<file path="config.mk">
export PLATFORM = sky130hd
export DESIGN_NAME = usb_fifo_drain
export DESIGN_NICKNAME = d
export VERILOG_FILES = /design/src/rtl/usb_fifo_drain.sv
export SDC_FILE = /design/constraint.sdc
export NUM_CORES = 1
export LEC_CHECK = 0
export BUFFER_PORTS_ARGS = -buffer_cell sky130_fd_sc_hd__buf_2
export CAP_MARGIN = 15
export CORE_UTILIZATION = 56
export DETAILED_ROUTE_END_ITERATION = 6
export MAX_ROUTING_LAYER = met4
export PLACE_DENSITY = 0.83
export SETUP_SLACK_MARGIN = 0.1
export SLEW_MARGIN = 0
export SYNTH_ARGS = -nofsm -noshare
export SYNTH_HDL_FRONTEND = slang
export SYNTH_SLANG_ARGS = --single-unit
</file>
<file path="constraint.sdc">
create_clock -name Clk -period 5.2 [get_ports Clk]
set_clock_uncertainty 0.1 [all_clocks]
set_input_delay 0.78 -clock Clk [delete_from_list [all_inputs] [get_ports Clk]]
set_output_delay 0.78 -clock Clk [all_outputs]
set_load 0.03 [all_outputs]
</file>
<file path="src/rtl/usb_fifo_drain.sv">
// usb_fifo_drain
//   Read side of the external USB data FIFO. Pulls 16-bit words out of the
//   FIFO one at a time and writes them to the FX2 slave-FIFO endpoint,
//   honouring endpoint-full back-pressure. When a run stops and the FIFO has
//   stayed empty for FLUSH_WAIT cycles, any partial packet is committed with
//   PKTEND and DataTransmitDone is pulsed.
//
// Ports
//   Clk, reset        clock, synchronous active-high reset
//   UsbStartStop      run active level
//   FifoData/Empty    FIFO read data (valid cycle after FifoRd_en) / empty flag
//   FifoRd_en         FIFO read strobe
//   UsbFull_n         FX2 FLAGB, low = endpoint full
//   UsbFd             FX2 data bus
//   UsbSlwr_n         FX2 write strobe (active low)
//   UsbPktend_n       FX2 packet-end strobe (active low)
//   DataTransmitDone  one-cycle pulse after a stopped run is flushed
module usb_fifo_drain #(
  parameter int PKT_WORDS  = 256,
  parameter int FLUSH_WAIT = 16
) (
  input  logic        Clk,
  input  logic        reset,
  input  logic        UsbStartStop,
  input  logic [15:0] FifoData,
  input  logic        FifoEmpty,
  output logic        FifoRd_en,
  input  logic        UsbFull_n,
  output logic [15:0] UsbFd,
  output logic        UsbSlwr_n,
  output logic        UsbPktend_n,
  output logic        DataTransmitDone
);

  localparam int CW = $clog2(PKT_WORDS);
  localparam int TW = $clog2(FLUSH_WAIT + 1);

  typedef enum logic [2:0] {
    S_IDLE, S_RD, S_LOAD, S_WAITF, S_WR, S_FLUSH, S_PKTEND, S_DONE
  } state_t;

  state_t        r_state, w_nxt;
  logic [CW-1:0] r_wcnt;
  logic [TW-1:0] r_ftmr;
  logic          r_run_seen;
  logic          r_rd_en, r_slwr_n, r_pktend_n, r_done;
  logic [15:0]   r_fd;
  logic          w_pkt_fire;

  // PKTEND only fires once the endpoint can accept the commit
  assign w_pkt_fire = (r_state == S_PKTEND) && UsbFull_n;

  always_comb begin
    w_nxt = r_state;
    case (r_state)
      S_IDLE: begin
        if (!FifoEmpty)                       w_nxt = S_RD;
        else if (!UsbStartStop && r_run_seen) w_nxt = S_FLUSH;
      end
      S_RD:    w_nxt = S_LOAD;
      // full flag sampled here so its FX2-side lag is absorbed before WR
      S_LOAD:  w_nxt = UsbFull_n ? S_WR : S_WAITF;
      S_WAITF: if (UsbFull_n) w_nxt = S_WR;
      S_WR:    w_nxt = !FifoEmpty ? S_RD : S_IDLE;
      S_FLUSH: begin
        if (!FifoEmpty)                          w_nxt = S_RD;
        else if (UsbStartStop)                   w_nxt = S_IDLE;
        else if (r_ftmr == TW'(FLUSH_WAIT - 1))  w_nxt = (r_wcnt != '0) ? S_PKTEND : S_DONE;
      end
      S_PKTEND: if (UsbFull_n) w_nxt = S_DONE;
      S_DONE:   w_nxt = S_IDLE;
      default:  w_nxt = S_IDLE;
    endcase
  end

  always_ff @(posedge Clk) begin
    if (reset) begin
      r_state    <= S_IDLE;
      r_wcnt     <= '0;
      r_ftmr     <= '0;
      r_run_seen <= 1'b0;
      r_rd_en    <= 1'b0;
      r_slwr_n   <= 1'b1;
      r_pktend_n <= 1'b1;
      r_done     <= 1'b0;
      r_fd       <= '0;
    end else begin
      r_state    <= w_nxt;
      // strobes registered from the next state so they line up with it
      r_rd_en    <= (w_nxt == S_RD);
      r_slwr_n   <= (w_nxt != S_WR);
      r_pktend_n <= !w_pkt_fire;
      // pulses the cycle after DONE, i.e. strictly after any PKTEND strobe
      r_done     <= (r_state == S_DONE);

      if (r_state == S_LOAD) r_fd <= FifoData;

      if (r_state == S_WR)
        r_wcnt <= (r_wcnt == CW'(PKT_WORDS - 1)) ? '0 : r_wcnt + CW'(1);
      else if (w_pkt_fire)
        r_wcnt <= '0;

      // consecutive empty cycles while staying in FLUSH; any exit clears it
      r_ftmr <= (r_state == S_FLUSH && w_nxt == S_FLUSH) ? r_ftmr + TW'(1) : '0;

      if (UsbStartStop)           r_run_seen <= 1'b1;
      else if (r_state == S_DONE) r_run_seen <= 1'b0;
    end
  end

  assign FifoRd_en        = r_rd_en;
  assign UsbFd            = r_fd;
  assign UsbSlwr_n        = r_slwr_n;
  assign UsbPktend_n      = r_pktend_n;
  assign DataTransmitDone = r_done;

endmodule
</file>
==> flow_summary.ini <==
[grt]
grt_usage_pct = 22.8
gr-total-overflow = 0
grt_first_pass_wirelength_um = 5490
grt_max_degree = 32
antenna_found_initial = 0
grt_pass1_vias = 1278

[worst_setup_path]
r2r_end = UsbSlwr_n
r2r_cells = 4
critical_path.max_fanout = 14
r2r_start = r_state[2]
cp.arrival_ps = 2230
crit_path_end_kind = flip-flop
startpoint_type = flip-flop
r2r_setup_slack_ps = 3100
crit_type = reg2reg
cp.required_ps = 5340
crit_path_start = r_state[2]
endpoint = UsbSlwr_n

[sta]
clock.fmax_mhz = 477
post-route-period-util_pct = 40.3
fin_tns_setup_ps = 0
worst_slew_pin_slew_ps = 541
setup_ws_ps = 3100
rsz0062_at_grt = false
min_period_ps = 2100
relSlewSlack_pct = 63.8
setup_viol = 0
slew_violations = 0
hold_violations = 0

[finish]
drive_above_1_share_pct = 22.1
fin_area_um2 = 1930
fill_cells = 244
utilization_pct = 69.5
fin_nets = 264
area_growth_pct = 16.9
layout_commonest_cell = buf_2
n_antenna_cell = 0
layout_common_cells = buf_2, nand2_1, dfxtp_1

[synth]
ys_warn_count = 0
synth_area_um2 = 1650
ys_seq_area_share_pct = 44.8
synth.distinct_cells = 40
syn_inst = 201
synth-async-reset-ratio_pct = 0
ys_seq_elements = 37
synth_flop_cell = dfxtp_1
synth_fp_nets = 226
synth.avg_cell_area_um2 = 8.22
synth_edf_count = 0

[routing]
vias_per_cell = 5.39
wl_per_cell_um = 11.7
drc = 0
drt_iter0_drc = 56
wl_um = 3170
ant_nets = 0
num_vias = 1462
dr.pass1.iters = 4

[worst_hold_path]
holdPathStages = 2
hold_class = reg2reg
min_from = UsbFd[9]

[status]
status = completed

[die]
chipWidth_um = 56.3
die_area_um2 = 3170
start_util_pct = 59.4
num_rows = 19
num_io_pins = 41
core_um2 = 2780
fp.dieH_um = 56.3

[cts]
cts_hold_buf = 0
clockRootBuffer = clkbuf_4
cts.sinks = 37
cts_tree = done
cts_buffers = 5
postCtsSetupBuffers = 0
ctsHtreeMaxLevel = 2
cts.repair.resized = 0
clockBufferDepth = 2
clk_pin_slew_worst_paths_ps = 110
clk_latency_ps = 350

[power]
power.static_leakage_nw = 0.803
powerDensity_nw_per_um2 = 442
irDropWorstVdd_mv = 0.361

[placement]
portBuffers = 40
dp.final_hpwl_um = 2250
place_ws_ps = 2900
place_area_um2 = 1840
globalplace.congestion = 0.878

[job]
cap_violations = 0
where the power goes:
part | switching [W] | leakage (nW) | internal [W]
clock network | 0.0000950 | 0.0445 | 0.000114
registers | 0.0000481 | 0.300 | 0.000321
logic | 0.000168 | 0.458 | 0.000106
total | 0.000312 | 0.803 | 0.000542
cell type report:
cell class | instances | area (µm²) | share of cell area [%]
Clock buffer | 6 | 51.3 | 2.66
Inverter | 11 | 41.3 | 2.14
Tap cell | 31 | 38.8 | 2.01
Multi-Input combinational cell | 144 | 822 | 42.6
Sequential cell | 37 | 741 | 38.3
Timing Repair Buffer | 40 | 200 | 10.4
Clock inverter | 2 | 37.5 | 1.94
sequential cells by signal, indices dropped and copies added (netlist names):
register	flops
UsbFd	16
r_wcnt	8
r_ftmr	5
r_state	3
DataTransmitDone	1
FifoRd_en	1
UsbPktend_n	1
UsbSlwr_n	1
r_run_seen	1
worst min-delay path by stage:
stage	endpoint
final	UsbFd[9]
after global routing	UsbFd[12]
after CTS	UsbFd[11]
after detailed placement	UsbFd[11]
after global placement	r_ftmr[0]
after floorplan	r_ftmr[0]
cell usage after synthesis (all sizes together) (3+ instances only):
master  instances  share of area, %
a21o            3               1.4
a21oi          21               6.4
and3            3               1.1
buf             3               1.6
clkbuf          6               1.4
dfxtp          37                45
ha              4               3.0
inv            11               2.5
nand2          39               8.9
nand2b          5               1.9
nand3           7               2.1
nand3b          4               2.0
nor2           16               3.6
nor2b           3               1.1
nor3            4               1.2
nor3b           3               2.0
o21ai           3              0.91
stage by stage:
stage               instances  power, W  hold slack [ps]
global placement          263  0.000647              330
CTS                       271  0.000861              360
global route              271  0.000907              385
floorplan                 201  0.000595              318
finish                    271  0.000853              356
detailed placement        263  0.000652              344
cell families after synthesis:
kind of cell               share of synthesized area, %
AOI/OAI and AO/OA                                  15.4
xor gates and xnor gates                           1.59
adders and majority gates                          3.03
buffers and inverters                              5.45
DFF                                                44.8
muxes                                              1.21
and+or+nand+nor                                    28.5
layer usage:
metal	share of wire (%)	global-route usage (%)
met1	46	28.4
met2	47	33.7
met3	5.2	7.14
met4	1.7	10.8
met5	0	-
worst max-delay path, stage by stage, from the launching register on:
cell	delay, ps
dfxtp_1	620
nand3b_2	200
o32a_1	360
a21o_1	200
or4_1	500
No activity file was read; power rests on OpenSTA's default activity.
